File: src/rtl/packet_source_tx.sv
// Packet channel transmitter: buffers producer words in a small FIFO, wraps
// each one in a header and drives it over a four-phase bundled-data link.
module packet_source_tx #(
    parameter int unsigned DWIDTH   = 8,
    parameter int unsigned PWIDTH   = 47,
    parameter int unsigned ADDR_W   = 4,
    parameter int unsigned SEQ_W    = 8,
    parameter int unsigned DEPTH    = 4,
    parameter int unsigned ACK_SYNC = 2
) (
    input  logic              clk,
    input  logic              rst_n,
    input  logic [ADDR_W-1:0] src_id,
    input  logic              in_valid,
    output logic              in_ready,
    input  logic [DWIDTH-1:0] in_data,
    input  logic [ADDR_W-1:0] in_dest,
    output logic              pkt_req,
    input  logic              pkt_ack,
    output logic [PWIDTH-1:0] pkt_data,
    output logic [15:0]       sent_count,
    output logic              busy
);

    localparam int unsigned PTR_W = (DEPTH > 1) ? $clog2(DEPTH) : 1;
    localparam int unsigned CNT_W = PTR_W + 1;
    localparam int unsigned ENT_W = DWIDTH + ADDR_W;
    localparam int unsigned HDR_W = DWIDTH + SEQ_W + 2 * ADDR_W;

    // Reject parameter sets the packet layout or FIFO cannot support
    if (PWIDTH < HDR_W) begin : g_bad_pwidth
        $error("packet_source_tx: PWIDTH too small for header + data");
    end
    if ((DEPTH < 2) || ((DEPTH & (DEPTH - 1)) != 0)) begin : g_bad_depth
        $error("packet_source_tx: DEPTH must be a power of 2 and >= 2");
    end
    if (ACK_SYNC > 3) begin : g_bad_sync
        $error("packet_source_tx: ACK_SYNC must be 0..3");
    end

    typedef enum logic [1:0] {
        ST_IDLE     = 2'd0,
        ST_REQ      = 2'd1,
        ST_WAIT_LOW = 2'd2
    } state_t;

    state_t             state;
    state_t             state_nxt_c;
    logic               ack_s;

    logic [ENT_W-1:0]   mem [DEPTH];
    logic [PTR_W-1:0]   wr_ptr;
    logic [PTR_W-1:0]   rd_ptr;
    logic [CNT_W-1:0]   count;
    logic [CNT_W-1:0]   count_nxt_c;
    logic               push_c;
    logic               pop_c;
    logic [DWIDTH-1:0]  head_data_c;
    logic [ADDR_W-1:0]  head_dest_c;
    logic [SEQ_W-1:0]   seq;

    // Acknowledge synchronizer (bypassed when ACK_SYNC is 0)
    if (ACK_SYNC == 0) begin : g_no_sync
        assign ack_s = pkt_ack;
    end else begin : g_sync
        logic [ACK_SYNC-1:0] sync_q;
        always_ff @(posedge clk or negedge rst_n) begin
            if (!rst_n) begin
                sync_q <= '0;
            end else begin
                sync_q <= ACK_SYNC'({sync_q, pkt_ack});
            end
        end
        assign ack_s = sync_q[ACK_SYNC-1];
    end

    // FIFO handshake decode, occupancy and FSM next state
    always_comb begin
        push_c      = in_valid & in_ready;
        pop_c       = (state == ST_IDLE) && (count != '0) && !ack_s;
        count_nxt_c = count + CNT_W'(push_c) - CNT_W'(pop_c);
        {head_dest_c, head_data_c} = mem[rd_ptr];
        state_nxt_c = state;
        case (state)
            ST_IDLE:     if (pop_c)  state_nxt_c = ST_REQ;
            ST_REQ:      if (ack_s)  state_nxt_c = ST_WAIT_LOW;
            ST_WAIT_LOW: if (!ack_s) state_nxt_c = ST_IDLE;
            default:                 state_nxt_c = ST_IDLE;
        endcase
    end

    // FIFO storage; contents are don't-care while the entry is unoccupied
    always_ff @(posedge clk) begin
        if (push_c) begin
            mem[wr_ptr] <= {in_dest, in_data};
        end
    end

    // FIFO pointers, occupancy and registered ready/busy status
    always_ff @(posedge clk or negedge rst_n) begin
        if (!rst_n) begin
            wr_ptr   <= '0;
            rd_ptr   <= '0;
            count    <= '0;
            in_ready <= 1'b0;
            busy     <= 1'b0;
        end else begin
            if (push_c) wr_ptr <= wr_ptr + PTR_W'(1);
            if (pop_c)  rd_ptr <= rd_ptr + PTR_W'(1);
            count    <= count_nxt_c;
            in_ready <= (count_nxt_c != CNT_W'(DEPTH));
            busy     <= (count_nxt_c != '0) || (state_nxt_c != ST_IDLE);
        end
    end

    // Four-phase handshake FSM with registered req, packet and counters
    always_ff @(posedge clk or negedge rst_n) begin
        if (!rst_n) begin
            state      <= ST_IDLE;
            pkt_req    <= 1'b0;
            pkt_data   <= '0;
            seq        <= '0;
            sent_count <= '0;
        end else begin
            state <= state_nxt_c;
            case (state)
                ST_IDLE: begin
                    if (pop_c) begin
                        pkt_data <= PWIDTH'({head_dest_c, src_id, seq, head_data_c});
                        pkt_req  <= 1'b1;
                    end
                end
                ST_REQ: begin
                    if (ack_s) pkt_req <= 1'b0;
                end
                ST_WAIT_LOW: begin
                    if (!ack_s) begin
                        seq        <= seq + SEQ_W'(1);
                        sent_count <= sent_count + 16'd1;
                    end
                end
                default: pkt_req <= 1'b0;
            endcase
        end
    end

endmodule
File: config.mk
export PLATFORM = sky130hd
export DESIGN_NAME = packet_source_tx
export DESIGN_NICKNAME = d
export VERILOG_FILES = /design/src/rtl/packet_source_tx.sv
export SDC_FILE = /design/constraint.sdc
export NUM_CORES = 1
export LEC_CHECK = 0
export CAP_MARGIN = 10
export CELL_PAD_IN_SITES_DETAIL_PLACEMENT = 1
export CELL_PAD_IN_SITES_GLOBAL_PLACEMENT = 1
export CORE_UTILIZATION = 35
export DETAILED_ROUTE_END_ITERATION = 12
export DONT_BUFFER_PORTS = 1
export PLACE_DENSITY_LB_ADDON = 0.1
export SLEW_MARGIN = 25
export SYNTH_ARGS = -nofsm -noshare
export SYNTH_HDL_FRONTEND = slang
export SYNTH_SLANG_ARGS = --single-unit
File: constraint.sdc
create_clock -name clk -period 4 [get_ports clk]
set_input_delay 0.6 -clock clk [delete_from_list [all_inputs] [get_ports clk]]
set_output_delay 0.6 -clock clk [all_outputs]
set_load 0.03 [all_outputs]
[After elaboration in Yosys (flattened, before gate mapping)]
Memory sizes are Yosys's and may differ from the RTL's. A register that Yosys moved wholly into a read port is not among the register bits.
Cells that the tools add are included.
Word-level totals
  memory bits (writable): 48
  word-level logic and storage cells: 47
  bits in registers: 62
  memories kept: 1
  bits of input ports: 20
  output and inout port bits: 66
Cells by class
  add/sub/neg operators: 6
  reduce and logical (&&, ||, !) cells: 12
  equality and inequality tests: 5
  bitwise operators: 3
  mux-type cells: 9
Memories
  mem: depth 4, bits a word 12, read ports 1, clocked after Yosys merged registers in 1, wr ports 1, RTL line 51  | logic [ENT_W-1:0] mem [DEPTH];
Operators by type and width (number)
  adder 16 x 1 -> 16 bit, second input constant: 1
  adder 8 x 1 -> 8 bit, second input constant: 1
  2-to-1 mux 2 bit: 3
  case mux 2 bit (3 select lines): 1
  nonzero test 3 bit: 2
  adder 2 x 1 -> 2 bit, second input constant: 2
  2-to-1 mux 1 bit: 4
  != test 2 bit, second input constant: 2
  AND reduction 2 bit: 2
  adder 3 x 1 -> 3 bit: 1
  != test 3 bit, second input constant: 1
  case mux 1 bit (3 select lines): 1
  AND reduction 3 bit: 1
  subtractor 3 x 1 -> 3 bit: 1
  == test 2 x 1 -> 1 bit, second input constant: 1
  == test 2 bit, second input constant: 1
  logical AND 1 bit: 2
  zero test 1 bit: 2
  zero test 2 bit: 1
  inverter 1 bit: 2
  nonzero test 2 bit: 1
  AND 1 bit: 1
  logical OR 1 bit: 1

[Depth between registers and ports, before layout]
Gate-level depths: netlist of run 1.
  depth in word-level cells: 7
  depth in mapped cells: 14
  mapped depth without buffers: 11

[Worst setup path after synthesis of run 1]
OpenSTA, ideal clock, no wires.
  path kind: register to register
  start point: register g_sync.sync_q[1]
  end point: register busy
  required time: 3858 ps
  period minus slack after synthesis: 2949 ps
  data arrival time: 2807 ps
  cell stages (with the launch flop): 14
  path slack: 1051 ps
  cells stage by stage: dfrtp_1 > or4_1 > buf_4 > clkinv_8 > buf_12 > buf_12 > ha_1 > inv_1 > ha_1 > fa_1 > xnor2_1 > xnor2_1 > a2111oi_0 > o21ai_0
On the way
  elaborated cells between the ends (all ways): 10
RTL lines
  start, declared: RTL line 66  | logic [ACK_SYNC-1:0] sync_q;
  start signal, assigned: RTL line 71  | sync_q <= ACK_SYNC'({sync_q, pkt_ack});
  zero test 1 bit
  logical AND 1 bit: RTL line 80  | pop_c = (state == ST_IDLE) && (count != '0) && !ack_s;
  named net pop_c: RTL line 57  | logic pop_c;
  subtractor 3 x 1 -> 3 bit: RTL line 81  | count_nxt_c = count + CNT_W'(push_c) - CNT_W'(pop_c);
  named net count_nxt_c[2]: RTL line 55  | logic [CNT_W-1:0] count_nxt_c;
  nonzero test 3 bit: RTL line 112  | busy <= (count_nxt_c != '0) || (state_nxt_c != ST_IDLE);
  logical OR 1 bit: RTL line 112
  end signal, assigned: RTL line 112
  end, declared: RTL line 22  | output logic busy
The timed path passes the listed nets, and every way through them passes these cells.
A chain may end at the register's enable or synchronous reset.

[Worst setup path after layout of run 1]
  start point: register count[0]
  end point: register busy
On the way
  elaborated cells between the ends (all ways): 10
RTL lines
  start, declared: RTL line 54  | logic [CNT_W-1:0] count;
  start signal, assigned: RTL line 110  | count <= count_nxt_c;
  branches (longest 3 deep; another with adder 3 x 1 -> 3 bit)
  subtractor 3 x 1 -> 3 bit *: RTL line 81
  named net count_nxt_c[2]: RTL line 55
  nonzero test 3 bit *: RTL line 112
  logical OR 1 bit *: RTL line 112
Mark *: on every way through the listed nets, which the timed path passes.

==> results of run 1 <==
-- per-stage QoR --
step / instances / area (µm²) / hold WS [ns]
6_report: 486 / 4920 / 0.131
5_1_grt: 486 / 4920 / 0.142
4_1_cts: 486 / 4920 / 0.136
3_5_place_dp: 469 / 4590 / 0.306
3_3_place_gp: 469 / 4590 / 0.306
2_1_floorplan: 327 / 4610 / 0.304
-- worst max path at each step --
stage	to	slack (ns)	from	cells after the start
6_report	busy$_DFF_PN0_	0.88	count[0]$_DFF_PN0_	11
5_1_grt	busy$_DFF_PN0_	0.65	count[0]$_DFF_PN0_	11
4_1_cts	busy$_DFF_PN0_	0.81	count[0]$_DFF_PN0_	11
3_5_place_dp	busy$_DFF_PN0_	0.86	count[0]$_DFF_PN0_	11
3_3_place_gp	busy$_DFF_PN0_	0.91	g_sync.sync_q[1]$_DFF_PN0_	10
2_1_floorplan	busy$_DFF_PN0_	1.05	g_sync.sync_q[1]$_DFF_PN0_	13
-- power by group --
part	total [µW]	switching (µW)	internal, µW
Clock	919	386	533
Sequential	1990	516	1470
Combinational	654	318	337
-- placed cells by master (no fill, tap or decap), types with 4 or more instances in the layout --
cell / count
and3_1: 7
clkbuf_16: 9
conb_1: 23
dfrtp_1: 62
edfxtp_1: 48
ha_1: 8
inv_1: 8
mux2_1: 5
mux2_2: 10
mux4_2: 12
nand2_1: 46
nand3_1: 6
nand4_1: 4
nor2_1: 8
nor3_1: 6
xnor2_1: 18
xor2_1: 9
-- synthesized netlist by cell type, drive strengths merged (3+ instances only) --
cell | instances | area, µm²
nor2b | 3 | 18.8
and3 | 7 | 43.8
nand3 | 6 | 30.0
xnor2 | 18 | 158
mux4 | 12 | 270
buf | 30 | 241
nor3 | 6 | 30.0
nand2 | 47 | 179
dfrtp | 62 | 1550
nor2 | 8 | 30.0
nand4 | 4 | 25.0
ha | 8 | 100
edfxtp | 48 | 1440
xor2 | 9 | 78.8
mux2 | 15 | 169
inv | 8 | 30.0
-- state kept, by name, summed over array words and instances, names as in the netlist --
register	count
in_ready	1
sent_count	16
rd_ptr	2
pkt_req	1
g_sync.sync_q	2
state	2
mem	48
seq	8
busy	1
count	3
wr_ptr	2
pkt_data	24
-- area by class of cell --
type                            count  area share
Clock inverter                      4     0.00889
Clock buffer                       12      0.0541
Inverter                            9     0.00940
Tap cell                          172      0.0437
Timing Repair Buffer                2     0.00711
Multi-Input combinational cell    177       0.269
Sequential cell                   110       0.608
-- per-layer routing --
| metal | up-vias | part of all wire | routed length (µm) |
|---|---|---|---|
| met5 | - | 0 | 0 |
| met4 | 0 | 0.017 | 146 |
| met3 | 11 | 0.065 | 544 |
| met2 | 66 | 0.47 | 3940 |
| met1 | 1138 | 0.45 | 3770 |
| li1 | 1021 | - | - |
-- cells by family after synthesis --
logic type | count (synthesis)
buf+inv | 40
xor+xnor | 27
mux | 27
fa+ha+maj | 9
simple gates | 87
compound gates | 4
other cells | 1
flops | 110
-- timing repair --
action | 4_1_cts | 5_1_grt
hold endpoints to repair | 62 | 0
endpoints found under the setup margin | 0 | 0
hold buffers | 1 | 0
gates resized for setup | 0 | 0
-- worst reg2reg max path: cells and delay by family (launching register included) --
kind	cells	cell delay (ns)
AO/OA/AOI/OAI	2	0.55
AND/OR/NAND/NOR	2	0.59
flip-flops	1	0.40
buffers and inverters	2	0.23
adder cells (fa/ha/maj)	3	0.87
XOR/XNOR	2	0.33
==> metrics.md, run 1 <==
| Metric | Value |
|---|---|
| Gr busiest metal | `met2` |
| Global-route usage over all layers | `0.138` |
| IO buf count | `0` |
| Vias | `2,236` |
| Register area | `0.00299 mm²` |
| Filler Cell Count | `1,314` |
| Worst path max stage delay | `0.40 ns` |
| Cell variety after synth | `34` |
| Clock Sink Count | `110` |
| Min-Delay Path Class | `in -> async` |
| CTS tree | `yes` |
| Cells along the critical path | `nor3_1, or4_1, clkinv_8, ha_1, inv_1, ha_1, fa_1, xnor2_1, xnor2_1, a2111oi_0, o21ai_0` |
| Synth Instances | `305` |
| Vias in the first global route | `2,403` |
| Asr flop ratio synth | `0.564` |
| # rows | `41` |
| Antenna cells | `0` |
| Worst-Skew Late Latency | `0.34 ns` |
| Largest family of logic cells by synthesized area | `multiplexers` |
| R2R Path End | `busy$_DFF_PN0_` |
| Critical path launch point type | `flip-flop` |
| Hpwl dp | `5.44 mm` |
| Most common flop cell mapped by yosys | `dfrtp_1` |
| Mapped cell area | `0.00453 mm²` |
| F_max | `0.320 GHz` |
| Post-layout util | `0.390` |
| Post-CTS Setup Inserts | `0` |
| Multi-input gate area | `0.00133 mm²` |
| DRT antenna net count | `0` |
| Met2 Use GR | `0.212` |
| Critical-path top delay cell | `dfrtp_1` |
| Fin Setup TNS | `0 ns` |
| Final count of negative-setup-slack endpoints | `0` |
| Share of cells above drive strength 1 | `0.137` |
| Largest net degree at the start of global routing | `63` |
| Clock root cell | `clkbuf_16` |
| CP required | `4.20 ns` |
| Period utilisation layout | `0.780` |
| Clock Path Buffers | `2` |
| Synth Register Bits | `110` |
| DRC | `0` |
| Mux share of post-synthesis cell area | `0.0970` |
| Final Hold Vio Count | `0` |
| Per-instance average area after synthesis | `14.8 µm²` |
| Worst rel slew slack | `0.370` |
| Cell family with most CP delay | `adder cells` |
| Met3 usage | `0.0424` |
| Synth Area in Compound Gates | `0.00663` |
| DR vias/cell | `4.60` |
| WS Path Type | `reg -> reg` |
| Initial antenna violation count | `0` |
| First-pass GRT wire length | `13.5 mm` |
| Core footprint | `0.0126 mm²` |
| Setup WS post-layout | `0.880 ns` |
| Sequential area share after synthesis | `0.661` |
| RSZ-0062 raised after global routing | `no` |
| WL/cell | `17.3 µm` |
| Clock buffer count from CTS | `9` |
| GP Congestion | `0.687` |
| Die height | `116 µm` |
| Ports | `86` |
| Max IR drop VDD | `0.000224 V` |
| Maxcap violations | `0` |
| Buf+Inv Stages, Crit Path | `2` |
| Minimum clock period | `3.12 ns` |
| Clock transition at path regs | `0.07 ns` |
| R2r startpoint | `count[0]$_DFF_PN0_` |
| WP data arrival | `3.32 ns` |
| Crit path max fanout | `26` |
| Die X | `116 µm` |
| EDFF count, synth | `48` |
| Outcome | `finished clean` |
| Power per Cell Area | `723 mW/mm²` |
| Post-Synth Simple-Gate Area | `0.0912` |
| DRT iter0 DRCs | `66` |
| Pleak | `0.00202 µW` |
| Synth Area in Adders | `0.0265` |
| Worst Skew | `0.00456 ns` |
| Synth-to-layout area growth | `8.79%` |
| Global routing usage on met1 | `0.179` |
| Final slew viol count | `0` |
| Least-Margin Pin Slew | `0.945 ns` |
| Gr ovfl total | `0` |
| Total power | `3560 µW` |
| Yosys warns | `0` |
| DIE AREA | `0.0134 mm²` |
| Crit end category | `flip-flop` |
| Post-synthesis xor/xnor area fraction | `0.0522` |
| H-tree depth | `3` |
| Place WS | `0.857 ns` |
| Fin nets | `338` |
| Worst r2r path cells | `11` |
| Starting Density | `0.359` |
| Flop-to-flop setup slack | `0.88 ns` |
| Final wirelength | `8.40 mm` |
| DR pass1 iterations | `4` |
Note: power is estimated with default switching activity, not from simulation.
==> inputs of run 2 (changes only) <==
clock period = 2.5 ns   (was 4 ns; I/O delays follow)
==> run 2 against run 1 <==
Effect of this change: fmax is 30% higher; via count is 4.2% higher; clock power is 52% higher; first-iteration DRC count is 14% higher; sequential power is 56% higher; wire length is 0.43% higher; core utilization is 1.2 points higher; setup slack worse by 0.78 ns; clock skew is 0.0015 ns higher; total power is 66% higher; critical path type unchanged; critical endpoint unchanged; highest routed layer unchanged.
==> metrics.md, run 2 (same netlist as run 1, synthesis figures left out) <==
| Metric | Value |
|---|---|
| Period utilisation layout | `0.962` |
| Starting Density | `0.359` |
| Vias | `2,329` |
| Hold wc startpoint | `pkt_ack` |
| Maxcap violations | `0` |
| Die height | `116 µm` |
| CP startpoint | `state[1]$_DFF_PN0_` |
| Total power | `5890 µW` |
| Flip-flop count of the largest register after layout | `48` |
| R2r startpoint | `state[1]$_DFF_PN0_` |
| DR vias/cell | `4.65` |
| Crit path max fanout | `2` |
| DR pass1 iterations | `4` |
| Gr ovfl total | `0` |
| IO buf count | `0` |
| Core footprint | `0.0126 mm²` |
| Most frequent cells in the layout | `62 x dfrtp_1, 48 x edfxtp_1, 46 x nand2_1` |
| Clock root cell | `clkbuf_16` |
| Final wirelength | `8.44 mm` |
| Biggest regs | `mem x48, pkt_data x24, sent_count x16` |
| Fin Setup TNS | `0 ns` |
| CTS tree | `yes` |
| Min-Delay Path Class | `in -> reg` |
| Max IR drop VDD | `0.000395 V` |
| Final count of negative-setup-slack endpoints | `0` |
| CP required | `2.71 ns` |
| Largest net degree at the start of global routing | `63` |
| Worst rel slew slack | `0.499` |
| Clock Path Buffers | `2` |
| Worst-Skew Late Latency | `0.34 ns` |
| Fin nets | `353` |
| Clock transition at path regs | `0.07 ns` |
| WS Path Type | `reg -> reg` |
| DRT antenna net count | `0` |
| Clock Sink Count | `110` |
| Hpwl dp | `5.54 mm` |
| WL/cell | `16.8 µm` |
| Post-Layout Cell Count | `501` |
| Least-Margin Pin Slew | `0.752 ns` |
| Pleak | `0.00208 µW` |
| F_max | `0.416 GHz` |
| GP Congestion | `0.692` |
| Critical path launch point type | `flip-flop` |
| WP data arrival | `2.62 ns` |
| Crit end category | `flip-flop` |
| DRT iter0 DRCs | `75` |
| Die X | `116 µm` |
| DIE AREA | `0.0134 mm²` |
| # rows | `41` |
| Share of cells above drive strength 1 | `0.191` |
| Outcome | `finished clean` |
| DRC | `0` |
| Final Hold Vio Count | `0` |
| Final slew viol count | `0` |
| Worst Skew | `0.00604 ns` |
| Synth-to-layout area growth | `12.2%` |
| Antenna cells | `0` |
| Commonest non-fill, non-tap cell in the layout | `dfrtp_1` |
| RSZ-0062 raised after global routing | `no` |
| First-pass GRT wire length | `13.3 mm` |
| Power per Cell Area | `1160 mW/mm²` |
| Top reg by flops | `mem` |
| Ports | `86` |
| Clock buffer count from CTS | `9` |
| Initial antenna violation count | `0` |
| Vias in the first global route | `2,427` |
| Global-route usage over all layers | `0.137` |
| Minimum clock period | `2.40 ns` |
| Final instance area | `0.00508 mm²` |
| H-tree depth | `3` |
| Dpl cells | `482` |
| Placed Instance Area | `0.00474 mm²` |
[run 2: changes by cell type in the layout (fill, tap and decap cells not counted), sizes merged]
cell,before,now
buf,2,16
clkinvlp,0,2
dlygate4sd3,0,1
clkinv,4,2
[run 2: critical path, cell delays in order, from the launching register on]
cell and delay, ns:
dfrtp_1 0.38, or4_4 0.59, clkinv_8 0.07, ha_4 0.11, inv_2 0.04, ha_4 0.14, fa_2 0.34, xnor2_2 0.14
xnor2_1 0.15, a2111oi_2 0.21, o21ai_1 0.10
[run 2: timing repair]
action	4_1_cts	5_1_grt
buffers inserted	0	1
setup endpoints to repair	1	1
resized for setup	1	2
pin swaps	0	1
hold buffers	2	0
hold endpoints to repair	62	0
[run 2: area by class of cell]
| cell class | count | area, µm² |
|---|---|---|
| Clock buffer | 12 | 236 |
| Clock inverter | 4 | 50.0 |
| Fill cell | 1315 | 7540 |
| Inverter | 9 | 46.3 |
| Multi-Input combinational cell | 177 | 1380 |
| Sequential cell | 110 | 2990 |
| Tap cell | 172 | 215 |
| Timing Repair Buffer | 17 | 163 |
[run 2: final timing paths]
check                                              to  cells after the start  slack [ns]
min in group asynchronous    pkt_data[14]$_DFFE_PN0P_                      2        0.57
hold reg to reg            g_sync.sync_q[1]$_DFF_PN0_                      0        0.39
setup reg to reg                       busy$_DFF_PN0_                     10         0.1
hold / removal             g_sync.sync_q[0]$_DFF_PN0_                      0        0.06
setup / recovery                       busy$_DFF_PN0_                     10         0.1
max in group asynchronous          seq[5]$_DFFE_PN0P_                      2        1.65
[run 2: metal layers]
layer  GRT usage  part of all wire
met5           0                 0
met4      0.0444             0.012
met3      0.0502             0.062
met2       0.213              0.47
met1       0.179              0.45
[run 2: metrics by stage]
stage	hold WS [ns]	util	setup slack [ns]
after floorplan	0.0794	-	-0.273
after global placement	0.0819	0.375	-0.0469
after detailed placement	0.0814	0.375	-0.0620
after CTS	0.0422	0.401	0.0153
after global routing	0.0336	0.402	0.00144
final	0.0584	0.402	0.0961
[run 2: power breakdown]
group	internal, µW	switching, µW
Sequential	2350	749
Combinational	739	655
Clock	777	621
==> inputs of run 3 (changes only) <==
RECOVER_POWER = 100   (was unset)
REMOVE_ABC_BUFFERS = 1   (was unset)
SLEW_MARGIN = unset   (was 25)
==> run 3 against run 2 <==
Effect of this change: the run now ends with max-capacitance violations, max-slew violations, negative setup slack left; die area unchanged; via count is 1.3% lower; clock skew hardly changed; wire length increased by 0.17%; non-clock buffer count did not move; worst hold slack lost 0.0038 ns; largest cell class unchanged.
==> metrics.md, run 3 (same netlist as run 1, synthesis figures left out) <==
| Metric | Value |
|---|---|
| Largest net degree at the start of global routing | `63` |
| Min-Delay Path Class | `in -> reg` |
| Setup WS post-layout | `-0.000792 ns` |
| CP required | `2.72 ns` |
| Crit end category | `flip-flop` |
| Gr ovfl total | `0` |
| DRC | `0` |
| IO buf count | `0` |
| WS Path Type | `reg -> reg` |
| Total power | `5840 µW` |
| WHS Path Cells | `0` |
| Worst Skew | `0.00643 ns` |
| Global-route usage over all layers | `0.140` |
| Final slew viol count | `63` |
| Minimum clock period | `2.50 ns` |
| Clock buffer count from CTS | `9` |
| Hold Path End | `g_sync.sync_q[0]$_DFF_PN0_` |
| RSZ-0062 raised after global routing | `yes` |
| R2R Path End | `busy$_DFF_PN0_` |
| WL/cell | `16.9 µm` |
| Final count of negative-setup-slack endpoints | `1` |
| Worst rel slew slack | `-0.0789` |
| DRT antenna net count | `0` |
| Clock transition at path regs | `0.07 ns` |
| Biggest regs | `mem x48, pkt_data x24, sent_count x16` |
| Ports | `86` |
| First-pass GRT wire length | `13.4 mm` |
| Period utilisation layout | `1.00` |
| Flip-flop count of the largest register after layout | `48` |
| DR pass1 iterations | `4` |
| Die X | `116 µm` |
| Worst r2r path cells | `10` |
| Fin Hold WS | `0.0546 ns` |
| Final Hold Vio Count | `0` |
| Failing checks | `max-capacitance violations, max-slew violations, negative setup slack` |
| Pleak | `0.00206 µW` |
| Filler Cell Count | `1,308` |
| Critical path launch point type | `flip-flop` |
| Register area | `0.00299 mm²` |
| Die height | `116 µm` |
| R2r startpoint | `state[0]$_DFF_PN0_` |
| F_max | `0.400 GHz` |
| Final wirelength | `8.45 mm` |
| WP data arrival | `2.72 ns` |
| Flop-to-flop setup slack | `-0.0008 ns` |
| Maxcap violations | `1` |
| Hpwl dp | `5.41 mm` |
| Antenna cells | `0` |
| Most frequent cells in the layout | `62 x dfrtp_1, 48 x edfxtp_1, 46 x nand2_1` |
| Clock Sink Count | `110` |
| Share of cells above drive strength 1 | `0.191` |
| Max IR drop VDD | `0.000422 V` |
| Clock Path Buffers | `2` |
| Vias in the first global route | `2,399` |
| Vias | `2,298` |
| Outcome | `finished, violations left` |
| DRT iter0 DRCs | `84` |
| DIE AREA | `0.0134 mm²` |
| Least-Margin Pin Slew | `1.62 ns` |
| Hold wc startpoint | `pkt_ack` |
| Core footprint | `0.0126 mm²` |
| CTS tree | `yes` |
| Multi-input gate area | `0.00138 mm²` |
| Crit path max fanout | `2` |
| H-tree depth | `3` |
| Starting Density | `0.359` |
| Power per Cell Area | `1160 mW/mm²` |
| Initial antenna violation count | `0` |
| Clock root cell | `clkbuf_16` |
| GP Congestion | `0.711` |
| DR vias/cell | `4.59` |
| Top reg by flops | `mem` |
| # rows | `41` |
| Fin nets | `353` |
| Commonest non-fill, non-tap cell in the layout | `dfrtp_1` |
| Fin Setup TNS | `-0.000792 ns` |
| Synth-to-layout area growth | `11.1%` |
| Worst-Skew Late Latency | `0.35 ns` |
[run 3: final cells by class]
cell class,count,share of cell area
clock buffer,12,0.0470
tap,172,0.0428
clock inverter,4,0.00647
sequential,110,0.595
timing repair buffer,17,0.0246
inverter,9,0.00920
multi-input combinational,177,0.275
[run 3: report_power, final]
group	switching, µW	internal (µW)
sequential	731	2350
clock	655	684
combinational	690	730
total	2080	3770
[run 3: metrics by stage]
stage | worst slack (ns) | utilization | std cells | instance area, µm²
final | -0.000792 | 0.399 | 501 | 5030
after global routing | -0.0904 | 0.399 | 501 | 5030
after CTS | -0.0118 | 0.401 | 501 | 5060
after detailed placement | -0.425 | 0.372 | 483 | 4690
after global placement | -0.249 | 0.372 | 483 | 4690
after floorplan | -0.543 | - | 296 | 4360
[run 3: timing repair]
action | 4_1_cts | 5_1_grt
hold buffers | 2 | 0
endpoints found under the hold margin | 62 | 0
setup endpoints to repair | 2 | 1
resized for setup | 12 | 0
pin swaps | 5 | 3
setup buffers | 0 | 0
[run 3: worst max path at each step]
stage,start,endpoint,slack [ns],depth (start not counted)
after floorplan,count[0]$_DFF_PN0_,busy$_DFF_PN0_,-0.54,11
after global placement,count[0]$_DFF_PN0_,busy$_DFF_PN0_,-0.25,11
after detailed placement,count[0]$_DFF_PN0_,busy$_DFF_PN0_,-0.43,11
after CTS,state[0]$_DFF_PN0_,busy$_DFF_PN0_,-0.01,10
after global routing,count[2]$_DFF_PN0_,busy$_DFF_PN0_,-0.09,11
final,state[0]$_DFF_PN0_,busy$_DFF_PN0_,-0.0008,10
[run 3: critical path, cell delays in order (launching register included)]
cell       delay (ns)
dfrtp_1          0.38
or4_4            0.59
clkinv_8         0.07
ha_4             0.11
inv_2            0.04
ha_4             0.15
fa_2             0.36
xnor2_2          0.16
xnor2_2          0.16
a2111oi_2        0.23
o21ai_1          0.12
[run 3: layer usage]
layer  track usage  up-vias  share of wire
met5             0        -              0
met4        0.0769        0          0.022
met3        0.0418       12          0.060
met2         0.210       59           0.47
met1         0.183     1171           0.45
li1              -     1056              -
